===== config.mk =====
export PLATFORM = sky130hd
export DESIGN_NAME = l1_dcache_wb
export DESIGN_NICKNAME = d
export VERILOG_FILES = /design/src/rtl/l1_dcache_wb.sv
export SDC_FILE = /design/constraint.sdc
export NUM_CORES = 1
export LEC_CHECK = 0
export BUFFER_PORTS_ARGS = -buffer_cell sky130_fd_sc_hd__buf_2
export CORE_MARGIN = 2
export CORE_UTILIZATION = 63
export DETAILED_ROUTE_END_ITERATION = 10
export PLACE_DENSITY_LB_ADDON = 0.25
export SYNTH_ARGS = -nofsm -noshare
export SYNTH_HDL_FRONTEND = slang
export SYNTH_SLANG_ARGS = --single-unit

===== constraint.sdc =====
create_clock -name clk -period 8.1 [get_ports clk]
set_clock_uncertainty 0.15 [all_clocks]
set_input_delay 0.405 -clock clk [delete_from_list [all_inputs] [get_ports clk]]
set_output_delay 0.405 -clock clk [all_outputs]
set_load 0.01 [all_outputs]

===== src/rtl/l1_dcache_wb.sv =====
// Direct-mapped, write-back, write-allocate L1 data cache.
// It has 2^IDX_W sets of 128-bit lines and one outstanding line transfer on the pmem port.
module l1_dcache_wb #(
    parameter int IDX_W = 3,
    parameter int TAG_W = 9
) (
    input  logic         clk,
    input  logic         reset,
    input  logic [15:0]  mem_address,
    input  logic         mem_read,
    input  logic         mem_write,
    input  logic [1:0]   mem_wmask,
    input  logic [15:0]  mem_wdata,
    output logic [15:0]  mem_rdata,
    output logic         mem_resp,
    output logic [15:0]  pmem_address,
    output logic         pmem_read,
    output logic         pmem_write,
    output logic [127:0] pmem_wdata,
    input  logic [127:0] pmem_rdata,
    input  logic         pmem_resp
);
    localparam int SETS = 1 << IDX_W;

    typedef enum logic [1:0] {IDLE, WRITEBACK, ALLOCATE} state_e;

    state_e             state_q, state_d;
    logic [SETS-1:0]    valid_q, valid_d;
    logic [SETS-1:0]    dirty_q, dirty_d;
    logic [TAG_W-1:0]   tag_q  [SETS];
    logic [127:0]       line_q [SETS];

    logic [TAG_W-1:0]   tag;
    logic [IDX_W-1:0]   idx;
    logic [2:0]         word;
    logic               req, hit, fill;

    assign tag  = mem_address[15 -: TAG_W];
    assign idx  = mem_address[4 +: IDX_W];
    assign word = mem_address[3:1];
    assign req  = mem_read | mem_write;
    assign hit  = valid_q[idx] && (tag_q[idx] == tag);
    assign fill = (state_q == ALLOCATE) && pmem_resp;

    assign mem_rdata  = line_q[idx][{word, 4'b0000} +: 16];
    assign pmem_wdata = line_q[idx];

    always_comb begin
        state_d      = state_q;
        valid_d      = valid_q;
        dirty_d      = dirty_q;
        mem_resp     = 1'b0;
        pmem_read    = 1'b0;
        pmem_write   = 1'b0;
        pmem_address = 16'h0000;
        case (state_q)
            IDLE: begin
                if (req) begin
                    if (hit) begin
                        mem_resp = 1'b1;
                        // Having both read and write high counts as a write.
                        if (mem_write && (mem_wmask != 2'b00))
                            dirty_d[idx] = 1'b1;
                    end else if (valid_q[idx] && dirty_q[idx]) begin
                        state_d = WRITEBACK;
                    end else begin
                        state_d = ALLOCATE;
                    end
                end
            end
            WRITEBACK: begin
                pmem_write   = 1'b1;
                pmem_address = {tag_q[idx], idx, 4'b0000};
                if (pmem_resp) begin
                    dirty_d[idx] = 1'b0;
                    state_d      = ALLOCATE;
                end
            end
            ALLOCATE: begin
                pmem_read    = 1'b1;
                pmem_address = {tag, idx, 4'b0000};
                if (pmem_resp) begin
                    valid_d[idx] = 1'b1;
                    dirty_d[idx] = 1'b0;
                    state_d      = IDLE;
                end
            end
            default: state_d = IDLE;
        endcase
    end

    always_ff @(posedge clk) begin
        if (reset) begin
            state_q <= IDLE;
            valid_q <= '0;
            dirty_q <= '0;
        end else begin
            state_q <= state_d;
            valid_q <= valid_d;
            dirty_q <= dirty_d;
        end
    end

    // The tag and data arrays are not reset. The reset guard stops an aborted fill from landing.
    always_ff @(posedge clk) begin
        if (!reset) begin
            if (fill) begin
                line_q[idx] <= pmem_rdata;
                tag_q[idx]  <= tag;
            end else if (mem_resp && mem_write) begin
                for (int b = 0; b < 2; b++)
                    if (mem_wmask[b])
                        line_q[idx][{word, 4'b0000} + 7'(b * 8) +: 8] <= mem_wdata[b*8 +: 8];
            end
        end
    end
endmodule

=== Word-level counts from Yosys, hierarchy flattened ===
Memories as Yosys holds them, arrays and structs flattened.
Cells that the tools add are included.

* Bits in registers: 18
* RAM bits: 1096
* Bits of input ports: 167
* Word-level logic and storage cells: 591
* Memories kept: 2

{| class="wikitable"
|+ Memories
! name !! words !! bits a word !! read ports !! clocked after Yosys merged registers in !! write ports !! RTL line !! text
|-
| line_q || 8 || 128 || 1 || 0 || 1 || 31 || <nowiki>logic [127:0] line_q [SETS];</nowiki>
|-
| tag_q || 8 || 9 || 1 || 0 || 1 || 30 || <nowiki>logic [TAG_W-1:0] tag_q [SETS];</nowiki>
|}

* $add $sub $neg: 3
* $lt $le $gt $ge: 2
* Equality and inequality tests: 10
* Shift operators: 5
* Muxes and demuxes: 292
* Bitwise logic cells: 261
* Reductions and logical operators: 13

{| class="wikitable"
|+ Operators by type and width
! cell !! number
|-
| 1-bit 2-to-1 mux || 275
|-
| 1-bit bitwise OR || 257
|-
| 128-bit 2-to-1 mux || 2
|-
| 8-bit by 9-bit variable shift with 128-bit output (first input constant) || 2
|-
| 8-bit by 9-bit indexed part select with 128-bit output || 2
|-
| 128-bit by 8-bit indexed part select with 16-bit output || 1
|-
| 8-bit 2-to-1 mux || 4
|-
| 16-bit case mux with 2 select lines || 1
|-
| 7-bit negation with 9-bit output || 2
|-
| 8-bit bitwise OR || 2
|-
| 8-bit case mux with 2 select lines || 1
|-
| 2-bit inequality test (second input constant) || 6
|-
| 2-bit 2-to-1 mux || 5
|-
| 9-bit equality test || 1
|-
| 8-bit AND || 1
|-
| 8-bit inverter || 1
|-
| 7-bit by 4-bit adder with 7-bit output (second input constant) || 1
|-
| 1-bit binary-select mux with 3-bit select || 2
|-
| 1-bit logical AND || 6
|-
| 2-bit case mux with 3 select lines || 1
|-
| 5-bit AND reduction || 1
|-
| 3-bit by 4-bit less-than comparator with 1-bit output (second input constant) || 1
|-
| 4-bit AND reduction || 1
|-
| 2-bit nonzero test || 2
|-
| other kinds (8) || 8
|}

=== Logic depth before layout (Yosys ltp) ===
Gate-level depths: netlist (run 1).

* Depth in word-level cells: 13
* Mapped depth: 13

=== Worst setup path before layout (run 1) ===
No wires, ideal clock.

* Path type: input-to-output
* From: in mem_address[5]
* To: out mem_rdata[13]
* Data arrival time: 3271 ps
* Required time: 7545 ps
* Path slack: 4274 ps
* Cell stages on the path: 11
* Path buffers: 7
* Cell sequence: buf_2 > buf_2 > buf_2 > buf_2 > buf_2 > buf_1 > buf_2 > mux2i_1 > o221ai_1 > mux4_2 > mux2_2

* Word-level cells in the longest chain between the ends: 2

{| class="wikitable"
|+ RTL lines
! element !! RTL line !! text
|-
| start: declaration || 9 || <nowiki>input logic [15:0] mem_address,</nowiki>
|-
| memory 8 x 128 bit || -- ||
|-
| named net pmem_wdata[13] || 19 || <nowiki>output logic [127:0] pmem_wdata,</nowiki>
|-
| 128-bit by 8-bit indexed part select with 16-bit output || 45 || <nowiki>assign mem_rdata = line_q[idx][{word, 4'b0000} +: 16];</nowiki>
|-
| end: declaration || 14 || <nowiki>output logic [15:0] mem_rdata,</nowiki>
|}

The timed path passes the listed nets, and every way through them passes these cells.

=== Worst setup path in the final report (run 1) ===
* From: in mem_address[1]
* To: mem line_q[0][52], enable pin

* Word-level cells in the longest chain between the ends: 5
* Elaborated cells on any way between the ends: 9

{| class="wikitable"
|+ RTL lines
! element !! RTL line !! text
|-
| 7-bit by 4-bit adder with 7-bit output / 7-bit negation with 9-bit output (equally long branches) || 113 || <nowiki>line_q[idx][{word, 4'b0000} + 7'(b * 8) +: 8] <= mem_wdata[b*8 +: 8];</nowiki>
|-
| 7-bit negation with 9-bit output / 8-bit by 9-bit variable shift with 128-bit output (equally long branches) || 113 ||
|-
| 8-bit by 9-bit variable shift with 128-bit output / 128-bit 2-to-1 mux (equally long branches) || 113 ||
|-
| 128-bit 2-to-1 mux (not written as such) / 1-bit bitwise OR (equally long branches) || -- ||
|-
| 1-bit bitwise OR (no source line) * || -- ||
|-
| end: declaration || 31 ||
|}

Every way passes the cells marked *; elsewhere a longest branch is shown, timed or not.

==> flow_summary.yaml, run 1 <==
synthesis:
  synthesis.area_mm2: 0.04466
  synthDominantCellAreaShare: 0.7369
  async_flop_share: 0
  yosysUniqueCellTypes: 62
  syn_area_per_cell_um2: 16.84
  syn_inst: 2652
  ys.flop_type: "edfxtp_1"
  synth_edf_count: 1096
  synth-seq-area-share: 0.7450
  synth-seq-cells: 1114
  synthTopCellsByArea: "edfxtp_1 74%, a22oi_1 5.4%, mux2_2 3.7%"
  yosys.area.top_type: "edfxtp_1"
  yosys_warnings: 0
placement:
  hpwl_um: 86670
  gp_congestion: 0.8960
  portBuffers: 324
timing:
  timing.final.crit_share: 0.7101
  setup_viol: 0
  min_period_ps: 5752
  setup-tns-final_ps: 0
  rsz0062_at_grt: "false"
  max_freq_ghz: 0.1739
  worst_slew_pin_slew_ps: 1289
  slew_headroom: 0.1313
  hold_violations: 0
  slew_violations: 0
clocking:
  cts_buffer_depth: 3
  clk_pin_slew_ps: 60
  cts_tree: "done"
  cts.sinks: 1114
  post_cts_buffers: 0
  root_buffer: "clkbuf_16"
  htree_levels: 3
  cts_made_buffers: 105
  clkLatencyLatePin_ps: 670
worst_setup_path:
  cp_max_fo: 24
  cp-start-kind: "primary input"
  path_cells: "buf_2, clkinv_1, ha_1, ha_1, inv_1, nor2_1, nand3_1, or4_1, a21oi_1"
  crit_top_cell: "ha_1"
  critPathKind: "in -> reg"
  cp-end-kind: "flop"
  cp.arrival_ps: 5870
  cp.required_ps: 8220
  critPathSlowestCell: "clkinv_1"
  crit_path_max_incr_delay_ps: 1040
route:
  routed_wl_um: 137800
  via_count: 28800
  avgRoutedWirePerCell_um: 34.68
  drc: 0
  viasPerCell: 7.248
  antenna_left: 0
  dr.pass1.iters: 6
  drt_iter0_drc: 4490
floorplanning:
  io_pins: 330
  start_util: 0.6367
  rows: 97
  design.die.area_mm2: 0.07304
  core_mm2: 0.07015
  die_x_um: 270.3
  die_h_um: 270.3
global_routing:
  grt_pass1_vias: 27450
  grt.overflow.total: 0
  grt_start_max_net_pins: 107
  grt_pass1_wl_um: 193700
  grt.total_usage: 0.3719
  antenna_found_initial: 6
power_and_ir_drop:
  switching_share: 0.2266
  power_density_mw_per_mm2: 239.6
  pwr-share-clk: 0.395
  p_sw_mw: 2.747
  leakage_nw: 16.78
  finalPower_mw: 12.12
  irDropWorstVdd_mv: 0.1960
  p_int_mw: 9.374
  combPwrFrac: 0.079
  seqPwrFrac: 0.526
outcome:
  outcome: "completed"
final_layout:
  syn_to_final_growth_pct: 13.27
  nets: 3119
  drive_gt1_frac: 0.2497
  fillers: 4320
job:
  maxCapViolCount: 0
hold_path:
  hp-class: "in -> reg"
## layout make-up
cell class              instances  area [um2]  share of cell area
inverters                      41       153.9            0.003042
multi-input cells            1292       10450              0.2066
well taps                     940        1176             0.02325
clock buffers                 136        2829             0.05592
clock inverters                56       494.2            0.009769
diodes                          5       12.51           0.0002473
flip-flops and latches       1114       33270              0.6577
repair buffers                389        2200             0.04348
## worst paths after layout
| check | from | end | cells past startpoint | slack [ps] |
|---|---|---|---|---|
| setup / recovery | mem_address[1] | line_q[0][52]$_DFFE_PP_ | 9 | 2350 |
| setup reg to reg | tag_q[6][6]$_DFFE_PP_ | line_q[5][61]$_DFFE_PP_ | 7 | 3010 |
| hold reg to reg | valid_q[0]$_SDFFE_PP0P_ | valid_q[0]$_SDFFE_PP0P_ | 2 | 330 |
| hold / removal | pmem_rdata[65] | line_q[1][65]$_DFFE_PP_ | 2 | 10 |
## layer usage
layer  track usage  vias up  part of all wire
li1              -    11500                 -
met3       0.09362      466              0.14
met5             0        -           0.00039
met1        0.5035    14290              0.34
met4        0.1926        8             0.062
met2        0.5662     2540              0.46
## critical path, delay by kind of cell
kind / cells / cell delay, ps
adders and majority gates: 2 / 1260
and+or+nand+nor: 3 / 1300
AOI/OAI and AO/OA: 1 / 1000
buffers and inverters: 3 / 1860
## registers in the layout, indices dropped and copies added (netlist names), named ones only
register	count
line_q	1024
valid_q	8
state_q	2
tag_q	72
## cells by family (layout without fill, tap and decap cells)
logic type / count (synthesis) / after routing / share of synthesized area
buf+inv: 249 / 622 / 0.02283
compound gates: 694 / 694 / 0.1119
mux: 274 / 274 / 0.07959
flops: 1114 / 1114 / 0.7450
simple gates: 305 / 305 / 0.03695
other cells: 1 / 9 / 0.00008396
xor+xnor: 6 / 6 / 0.001177
fa+ha+maj: 9 / 9 / 0.002521
## power by group through the flow
stage	clock, mW	combinational [mW]	sequential [mW]
6_report	4.79	0.957	6.38
5_1_grt	5.00	0.975	6.38
4_1_cts	4.77	0.924	6.38
3_5_place_dp	0	0.910	6.50
3_3_place_gp	0	0.890	6.50
2_1_floorplan	0	0.471	6.49
## what timing repair did
action,in CTS,in global routing
resized for setup,0,0
hold endpoints to repair,173,0
hold buffers,24,0
## per-stage QoR
step / instances / util / hold slack (ps) / cell area (um2) / setup WS [ps]
2_1_floorplan: 2655 / - / 301.5 / 44670 / 4274
5_1_grt: 3969 / 0.7210 / 11.75 / 50580 / 2242
4_1_cts: 3968 / 0.7210 / 0.8201 / 50580 / 2555
3_5_place_dp: 3752 / 0.6702 / 319.3 / 47010 / 1863
6_report: 3973 / 0.7212 / 14.30 / 50590 / 2348
3_3_place_gp: 3752 / 0.6702 / 307.9 / 47010 / 2034
## placed cells by master (no fill, tap or decap), drive strengths merged, types with 24 or more instances in the layout
cell	count
inv	43
mux2i	72
mux4	46
a21oi	155
and3	30
nand2	49
clkinv	43
edfxtp	1096
clkbuf	136
nand4	61
dlygate4sd3	24
buf	365
nand3	48
a22o	47
nor2	47
a221oi	77
a22oi	321
mux2	156
## cell usage after synthesis (all sizes together), types with 5 or more instances
cell	number
nor2b	10
or4	6
a21oi	155
edfxtp	1096
nand2	49
mux2i	72
mux4	46
and3	30
nor3b	5
ha	9
nor3	21
nand3	48
inv	39
buf	64
nand4	61
mux2	156
a22oi	321
a221oi	77
a221o	8
nor2	47
dfxtp	18
a31oi	12
o22ai	10
o21ai	21
a22o	47
and2	9
a311oi	9
o221ai	14
clkbuf	144
Power figures use the tool's default switching activity.
==> inputs of run 2 (changes only) <==
--- a/config.mk
+++ b/config.mk
@@ -7,7 +7,7 @@
 export LEC_CHECK = 0
 export BUFFER_PORTS_ARGS = -buffer_cell sky130_fd_sc_hd__buf_2
 export CORE_MARGIN = 2
-export CORE_UTILIZATION = 63
+export CORE_UTILIZATION = 60
 export DETAILED_ROUTE_END_ITERATION = 10
 export PLACE_DENSITY_LB_ADDON = 0.25
 export SYNTH_ARGS = -nofsm -noshare
==> constraint.sdc (replaced) <==
create_clock -name clk -period 5.3 [get_ports clk]
set_clock_uncertainty 0.15 [all_clocks]
set_input_delay 0.265 -clock clk [delete_from_list [all_inputs] [get_ports clk]]
set_output_delay 0.265 -clock clk [all_outputs]
set_load 0.01 [all_outputs]
==> flow_summary.yaml, run 2 (synthesis results as in run 1) <==
outcome:
  outcome: "completed"
power_and_ir_drop:
  switching_share: 0.2242
  finalPower_mw: 18.85
  seqPwrFrac: 0.517
  p_int_mw: 14.62
  combPwrFrac: 0.083
  pwr-share-clk: 0.400
  leakage_nw: 18.14
  p_sw_mw: 4.226
  power_density_mw_per_mm2: 355.1
  irDropWorstVdd_mv: 0.3573
floorplanning:
  rows: 100
  design.die.area_mm2: 0.07664
  start_util: 0.6030
  core_mm2: 0.07407
  die_x_um: 276.8
  die_h_um: 276.8
  io_pins: 330
worst_setup_path:
  crit_path_start: "mem_address[5]"
  critPathSlowestCell: "buf_4"
  crit_path_max_incr_delay_ps: 640
  crit_top_cell: "buf_4"
  cp-end-kind: "output port"
  cp-start-kind: "primary input"
  path_cells: "buf_6, buf_4, nor3_2, buf_4, a22o_1, a221oi_1, o221ai_1, mux4_2, mux2_2, buf_2"
  cp.required_ps: 4890
  r2r_end: "line_q[7][78]$_DFFE_PP_"
  crit_family: "buffers and inverters"
  path_buf_inv: 4
  worstReg2RegStart: "tag_q[7][6]$_DFFE_PP_"
  regToRegSetupSlack_ps: 1140
  critPathKind: "in -> out"
  cp_max_fo: 56
  cp.arrival_ps: 4000
  r2r_cells: 8
route:
  avgRoutedWirePerCell_um: 33.32
  via_count: 29940
  routed_wl_um: 142100
  antenna_left: 0
  dr.pass1.iters: 7
  drt_iter0_drc: 4752
  viasPerCell: 7.018
  drc: 0
global_routing:
  antenna_found_initial: 8
  grt_pass1_vias: 29320
  grt_pass1_wl_um: 201500
  grt_start_max_net_pins: 78
  grt.overflow.total: 0
  grt.total_usage: 0.3667
placement:
  hpwl_um: 91920
  place_ws_ps: 471.4
  placed_cell_area_mm2: 0.04839
  placed_cells: 3946
  gp_congestion: 0.8998
  portBuffers: 324
timing:
  setup_slack_ps: 889.2
  hold_violations: 0
  setup_viol: 0
  min_period_ps: 4411
  max_freq_ghz: 0.2267
  slew_headroom: 0.1813
  timing.final.crit_share: 0.8322
  setup-tns-final_ps: 0
  rsz0062_at_grt: "false"
  slew_violations: 0
  worst_slew_pin_slew_ps: 1215
final_layout:
  finalInstanceArea_mm2: 0.05308
  syn_to_final_growth_pct: 18.84
  stdcell_count: 4266
  largest_reg_flops: 1024
  fillers: 4603
  final_cell_mix: "1096 x edfxtp_1, 322 x buf_2, 321 x a22oi_1, 196 x buf_4, 155 x a21oi_1"
  final_common_cell: "edfxtp_1"
  regMostFlops: "line_q"
  nets: 3386
  drive_gt1_frac: 0.2763
  largest_registers: "line_q x1024, tag_q x72, valid_q x8"
hold_path:
  hp-class: "in -> reg"
  min_path_cells: 3
  worstHoldStart: "pmem_rdata[9]"
  min_to: "line_q[6][9]$_DFFE_PP_"
clocking:
  cts_made_buffers: 106
  root_buffer: "clkbuf_16"
  cts.sinks: 1114
  clk_pin_slew_ps: 60
  clkLatencyLatePin_ps: 660
  htree_levels: 3
  cts_tree: "done"
  cts_buffer_depth: 3
  post_cts_buffers: 0
job:
  maxCapViolCount: 0
[run 2: power by group through the flow]
| stage | Sequential, mW | Combinational (mW) | Clock [mW] |
|---|---|---|---|
| CTS | 9.74 | 1.51 | 7.53 |
| global route | 9.74 | 1.60 | 7.87 |
| global placement | 9.93 | 1.40 | 0 |
| finish | 9.74 | 1.56 | 7.55 |
| detailed placement | 9.93 | 1.43 | 0 |
| floorplan | 9.93 | 0.719 | 0 |
[run 2: worst reg2reg max path: cells and delay by family (launching register included)]
family / cells / cell delay (ps)
flip-flops: 1 / 350
AND/OR/NAND/NOR: 1 / 590
multiplexers: 2 / 730
AO/OA/AOI/OAI: 3 / 1670
buffers and inverters: 1 / 240
XOR/XNOR: 1 / 160
[run 2: cell type report]
| type | instances | area [um2] | share of cell area |
|---|---|---|---|
| diodes | 7 | 17.52 | 0.0003300 |
| clock buffers | 128 | 2799 | 0.05273 |
| clock inverters | 60 | 623.1 | 0.01174 |
| inverters | 41 | 153.9 | 0.002899 |
| multi-input cells | 1292 | 10440 | 0.1966 |
| flip-flops and latches | 1114 | 33270 | 0.6268 |
| well taps | 969 | 1212 | 0.02284 |
| repair buffers | 655 | 4566 | 0.08602 |
[run 2: timing repair]
| item | CTS | global route |
|---|---|---|
| endpoints found under the hold margin | 996 | 0 |
| hold buffers | 125 | 0 |
| endpoints found under the setup margin | 0 | 0 |
| gates resized for setup | 0 | 0 |
[run 2: worst max path at each step]
stage,endpoint,depth (start not counted)
after global placement,line_q[0][49]$_DFFE_PP_,9
after floorplan,line_q[0][48]$_DFFE_PP_,11
after detailed placement,line_q[2][40]$_DFFE_PP_,9
after CTS,mem_rdata[5],10
after global routing,mem_rdata[14],10
final,mem_rdata[9],10
[run 2: layer usage]
layer	up-vias	wire length [um]	global-route usage
met1	14800	47810	0.4795
met4	8	8736	0.2043
met2	2574	66180	0.5700
met5	-	57	0
li1	12060	-	-
met3	497	19340	0.09095
[run 2: per-stage QoR]
stage,utilization,hold WS [ps]
5_1_grt,0.7164,45.02
2_1_floorplan,-,213.9
4_1_cts,0.7164,3.221
3_5_place_dp,0.6533,313.1
3_3_place_gp,0.6533,308.4
6_report,0.7166,2.976
